==> src/rtl/glitch_pkg.sv <==
// Shared definitions for the glitch burst sequencer: state encoding and
// default field widths.
package glitch_pkg;

    localparam int DEF_DELAY_W = 16;
    localparam int DEF_WIDTH_W = 8;
    localparam int DEF_COUNT_W = 4;

    typedef enum logic [1:0] {
        ST_IDLE  = 2'd0,
        ST_DELAY = 2'd1,
        ST_PULSE = 2'd2,
        ST_GAP   = 2'd3
    } state_t;

endpackage

==> src/rtl/edge_rise.sv <==
// Rising-edge detector for a level that is already synchronous to clk.
// The history flop resets high so a level held across reset release is not an edge.
module edge_rise (
    input  logic clk,
    input  logic rst_n,
    input  logic din,
    output logic rise
);

    logic din_d;

    always_ff @(posedge clk or negedge rst_n) begin
        if (!rst_n) begin
            din_d <= 1'b1;
        end else begin
            // NOTE: sequential state is always assigned with <= so every flop
            // samples pre-edge values regardless of statement order.
            din_d <= din;
        end
    end

    assign rise = din & ~din_d;

endmodule

==> src/rtl/glitch_sequencer.sv <==
// Trigger-armed burst generator feeding pwm_glitch: after a programmable delay
// it emits N glitch pulses of W cycles separated by G low cycles.
module glitch_sequencer
    import glitch_pkg::*;
#(
    parameter int DELAY_W = DEF_DELAY_W,
    parameter int WIDTH_W = DEF_WIDTH_W,
    parameter int COUNT_W = DEF_COUNT_W
) (
    input  logic               clk,
    input  logic               rst_n,
    input  logic               trig_in,
    input  logic               abort,
    input  logic [DELAY_W-1:0] cfg_delay,
    input  logic [WIDTH_W-1:0] cfg_width,
    input  logic [WIDTH_W-1:0] cfg_gap,
    input  logic [COUNT_W-1:0] cfg_count,
    output logic               glitch,
    output logic               busy,
    output logic               done,
    output logic [COUNT_W-1:0] shot_cnt
);

    state_t             state;
    logic [DELAY_W-1:0] cnt;
    logic [WIDTH_W-1:0] sh_width;
    logic [WIDTH_W-1:0] sh_gap;
    logic [COUNT_W-1:0] sh_count;
    logic               rise;
    logic [DELAY_W-1:0] width_load;
    logic [DELAY_W-1:0] gap_load;
    logic [COUNT_W-1:0] shot_next;

    edge_rise u_trig_edge (
        .clk   (clk),
        .rst_n (rst_n),
        .din   (trig_in),
        .rise  (rise)
    );

    // Reload values for the shared down-counter; a zero width or gap behaves as 1.
    always_comb begin
        // NOTE: every always_comb output gets a default first so no path
        // through the block can leave it unassigned and infer a latch.
        width_load = '0;
        gap_load   = '0;
        if (sh_width != '0) width_load = DELAY_W'(sh_width - WIDTH_W'(1));
        if (sh_gap != '0)   gap_load   = DELAY_W'(sh_gap - WIDTH_W'(1));
    end

    assign shot_next = shot_cnt + COUNT_W'(1);

    always_ff @(posedge clk or negedge rst_n) begin
        if (!rst_n) begin
            // NOTE: the shadow config registers are reset too; they are few
            // flops and this keeps every output deterministic after reset.
            state    <= ST_IDLE;
            cnt      <= '0;
            sh_width <= '0;
            sh_gap   <= '0;
            sh_count <= '0;
            glitch   <= 1'b0;
            busy     <= 1'b0;
            done     <= 1'b0;
            shot_cnt <= '0;
        end else begin
            done <= 1'b0;
            if (abort) begin
                // shot_cnt is left alone so the LEDs show how far the burst got
                state  <= ST_IDLE;
                cnt    <= '0;
                glitch <= 1'b0;
                busy   <= 1'b0;
            end else begin
                unique case (state)
                    ST_IDLE: begin
                        if (rise && cfg_count != '0) begin
                            sh_width <= cfg_width;
                            sh_gap   <= cfg_gap;
                            sh_count <= cfg_count;
                            cnt      <= cfg_delay;
                            shot_cnt <= '0;
                            busy     <= 1'b1;
                            state    <= ST_DELAY;
                        end
                    end
                    ST_DELAY, ST_GAP: begin
                        if (cnt == '0) begin
                            glitch <= 1'b1;
                            cnt    <= width_load;
                            state  <= ST_PULSE;
                        end else begin
                            cnt <= cnt - DELAY_W'(1);
                        end
                    end
                    ST_PULSE: begin
                        if (cnt == '0) begin
                            glitch   <= 1'b0;
                            shot_cnt <= shot_next;
                            if (shot_next == sh_count) begin
                                busy  <= 1'b0;
                                done  <= 1'b1;
                                state <= ST_IDLE;
                            end else begin
                                cnt   <= gap_load;
                                state <= ST_GAP;
                            end
                        end else begin
                            cnt <= cnt - DELAY_W'(1);
                        end
                    end
                    default: state <= ST_IDLE;
                endcase
            end
        end
    end

endmodule

==> config.mk <==
export PLATFORM = sky130hd
export DESIGN_NAME = glitch_sequencer
export DESIGN_NICKNAME = d
export VERILOG_FILES = /design/src/rtl/glitch_pkg.sv /design/src/rtl/edge_rise.sv /design/src/rtl/glitch_sequencer.sv
export SDC_FILE = /design/constraint.sdc
export NUM_CORES = 1
export LEC_CHECK = 0
export CORE_MARGIN = 8
export CORE_UTILIZATION = 35
export DETAILED_ROUTE_END_ITERATION = 8
export PLACE_DENSITY = 0.65
export SLEW_MARGIN = 20
export SYNTH_ARGS = -nofsm -noshare
export SYNTH_HDL_FRONTEND = slang
export SYNTH_HIERARCHICAL = 1
export SYNTH_SLANG_ARGS = --single-unit
export TNS_END_PERCENT = 50
==> constraint.sdc <==
create_clock -name clk -period 3 [get_ports clk]
set_input_delay 0.45 -clock clk [delete_from_list [all_inputs] [get_ports clk]]
set_output_delay 0.45 -clock clk [all_outputs]
set_load 0.01 [all_outputs]
==> metrics.txt <==
Routed WL=7300 µm; Syn Area/Cell=9.07 µm²; most common library cells after synthesis=dfrtp_1 (45), o21ai_0 (31), nor2_1 (28); Post-CTS Setup Repair Bufs=0; sequential area share after synthesis=0.408; critical path buffer and inverter count=2; GRT met2 Usage=0.211; cell row count=32; post-route design area=between 3000 and 4000 µm²; Clock Root Buffer=clkbuf_8; starting density of the core=0.363; Synth async-reset ratio=1.00; die area=11200 µm²; Post-Syn Instances=311; Clock Latency Late Sink=0.31 ns; clock slew at reported path FFs=0.10 ns; kind of critical path=flop to flop; gr ovfl total=0; YS warnings=6; Die X=106 µm; initial antenna violation count=0; Layout Skew=0.0145 ns; CTS tree=built; crit start category=flop; MaxCap Viol Count=0; largest area contributor in the netlist=dfrtp_1; slowest stage delay, CP=0.52 ns; remaining antenna violation count=0; Pre-antenna DRT Iters=4; area share of the largest cell type after synthesis=0.399; # DRC=0; global-route wire length before repair=approximately 13000 µm; Max IR drop VDD=about 0.26 mV; htree depth=2; 1st-iter DRT viols=97; met3 usage=0.0292; Num CTS Buffers=5; Seq cells post-synth=46; syn_nets=356; # diodes=0; I/O pin count=47; CTS Hold Bufs=0; CP max stage cell=or4b_1; fin crit share=0.827; final hold violation count=0; Yosys cell types=58; largest net degree at the start of global routing=47; reg2reg end=cnt[6]; vias in the first global route=between 2000 and 3000; met1 GRT Util=0.184; setup TNS=0 ns; worst r2r src=cnt[0]; worst min-delay path class=primary input to asynchronous set/reset pin; hpwl dp=5540 µm; Register Area=1150 µm²; worst endpoint required time=roughly 3.2 ns; WL/cell=about 16 µm; CP cell instances=inv_1, ha_1, or4b_1, nor4_4, nand3_1, o21ai_2, buf_4, nor2_1, a22o_1; footprint of the multi-input gates=1560 µm²; Max Root-Sink Buffers=2; Pins Over Slew Limit=0; routability cong.=0.862; Util after Layout=0.451; Reg2Reg Depth=9; RSZ-0062 raised after global routing=false; proportion of layout cells with a drive suffix above 1=0.133; Pwr Density=about 500 nW/µm²; timing-limited maximum frequency=about 0.4 GHz; Mapped Area=2820 µm²; most numerous cell in the Yosys netlist=dfrtp_1; Vias=2520; Setup violations, final=0; hold slack=0.143 ns; Main synth FF type=dfrtp_1; Post-synth EDFFs=0; arrival time worst endpoint=between 2 and 3 ns; CP max FO=12; busiest metal layer after global routing=met2; Final nets=405; LEAKAGE=about 1.4 nW; via/cell ratio=5.44; All-Layer GR Usage=0.136; register-to-register setup slack=0.52 ns; IO buf count=46; Core Footprint=7770 µm²; worst rel slew slack=0.562; Fillers=approximately 770; cell family with most CP delay=simple AND/OR/NAND/NOR gates; Num Clock Sinks=46; Levels on crit path=9; CP Capture Type=flop; status=complete, no violations; Synth-to-Final Area Change=24.2%; fin crit period=2.48 ns; die height=106 µm; worst-margin pin slew=0.651 ns; DP Area=3410 µm²; post-CTS sizing=0; Synth area leaders=dfrtp_1 (40%), mux2_2 (6.0%), o21ai_0 (5.5%)
[state kept, by name (all words and copies together), names as in the netlist]
signal and cells:
busy 1, sh_width 8, shot_cnt 4, done 1, sh_count 4, state 2
u_trig_edge/din_d 1, cnt 16, glitch 1, sh_gap 8
[worst reg2reg max path, stage by stage (launching register included)]
cell	delay [ns]
dfrtp_1	0.43
inv_1	0.12
ha_1	0.16
or4b_1	0.52
nor4_4	0.36
nand3_1	0.15
o21ai_2	0.17
buf_4	0.21
nor2_1	0.07
a22o_1	0.20
[how the worst max path moves through the flow]
stage	start	endpoint	slack, ns
final	cnt[0]	cnt[6]	0.52
after global routing	cnt[0]	cnt[6]	0.32
after CTS	cnt[0]	cnt[6]	0.52
after detailed placement	cnt[0]	cnt[6]	0.54
after global placement	cnt[0]	cnt[6]	0.65
after floorplan	cnt[0]	shot_cnt[2]	0.77
[kinds of logic after synthesis]
group                      count (synthesis)  synth area share
AOI/OAI and AO/OA                         96             0.214
muxes                                     18            0.0705
and+or+nand+nor                          108             0.208
xor gates and xnor gates                  12            0.0373
adders and majority gates                  5            0.0222
DFF                                       46             0.408
buffers and inverters                     26            0.0395
[through the flow]
step	total power, mW	cells	worst slack, ns
after floorplan	1.22	311	0.768
after CTS	1.81	463	0.518
after global placement	1.40	455	0.650
after detailed placement	1.41	455	0.543
final	1.79	463	0.518
after global routing	1.92	463	0.316
[routing by layer]
metal	vias up	part of all wire
met4	0	0.010
met2	58	0.46
li1	1242	-
met1	1214	0.49
met3	6	0.041
met5	-	0
[where the power goes]
| group | total (mW) | internal (mW) | switching, mW | leakage (nW) |
|---|---|---|---|---|
| clock network | 0.398 | 0.167 | 0.231 | 0.0408 |
| registers | 0.838 | 0.719 | 0.120 | 0.583 |
| logic | 0.559 | 0.278 | 0.281 | 0.768 |
| total | 1.79 | 1.16 | 0.632 | 1.39 |
[layout make-up]
| cell class | instances | share of cell area |
|---|---|---|
| Inverter | 13 | 0.0139 |
| Tap cell | 102 | 0.0364 |
| Timing Repair Buffer | 55 | 0.150 |
| Multi-Input combinational cell | 239 | 0.444 |
| Sequential cell | 46 | 0.329 |
| Clock buffer | 5 | 0.0196 |
| Clock inverter | 3 | 0.00678 |
[cell usage in the layout, fill, tap and decap left out, drive strengths merged, types with 7 or more instances in the layout]
master and instances:
clkdlybuf4s50 45, o22ai 8, dfrtp 45, o21ai 33
inv 14, nand2 26, a21oi 20, or4 7
nor2 28, buf 10, mux2 15, xnor2 9
nor3 11, nand3 10
No activity file was read; power rests on OpenSTA's default activity.
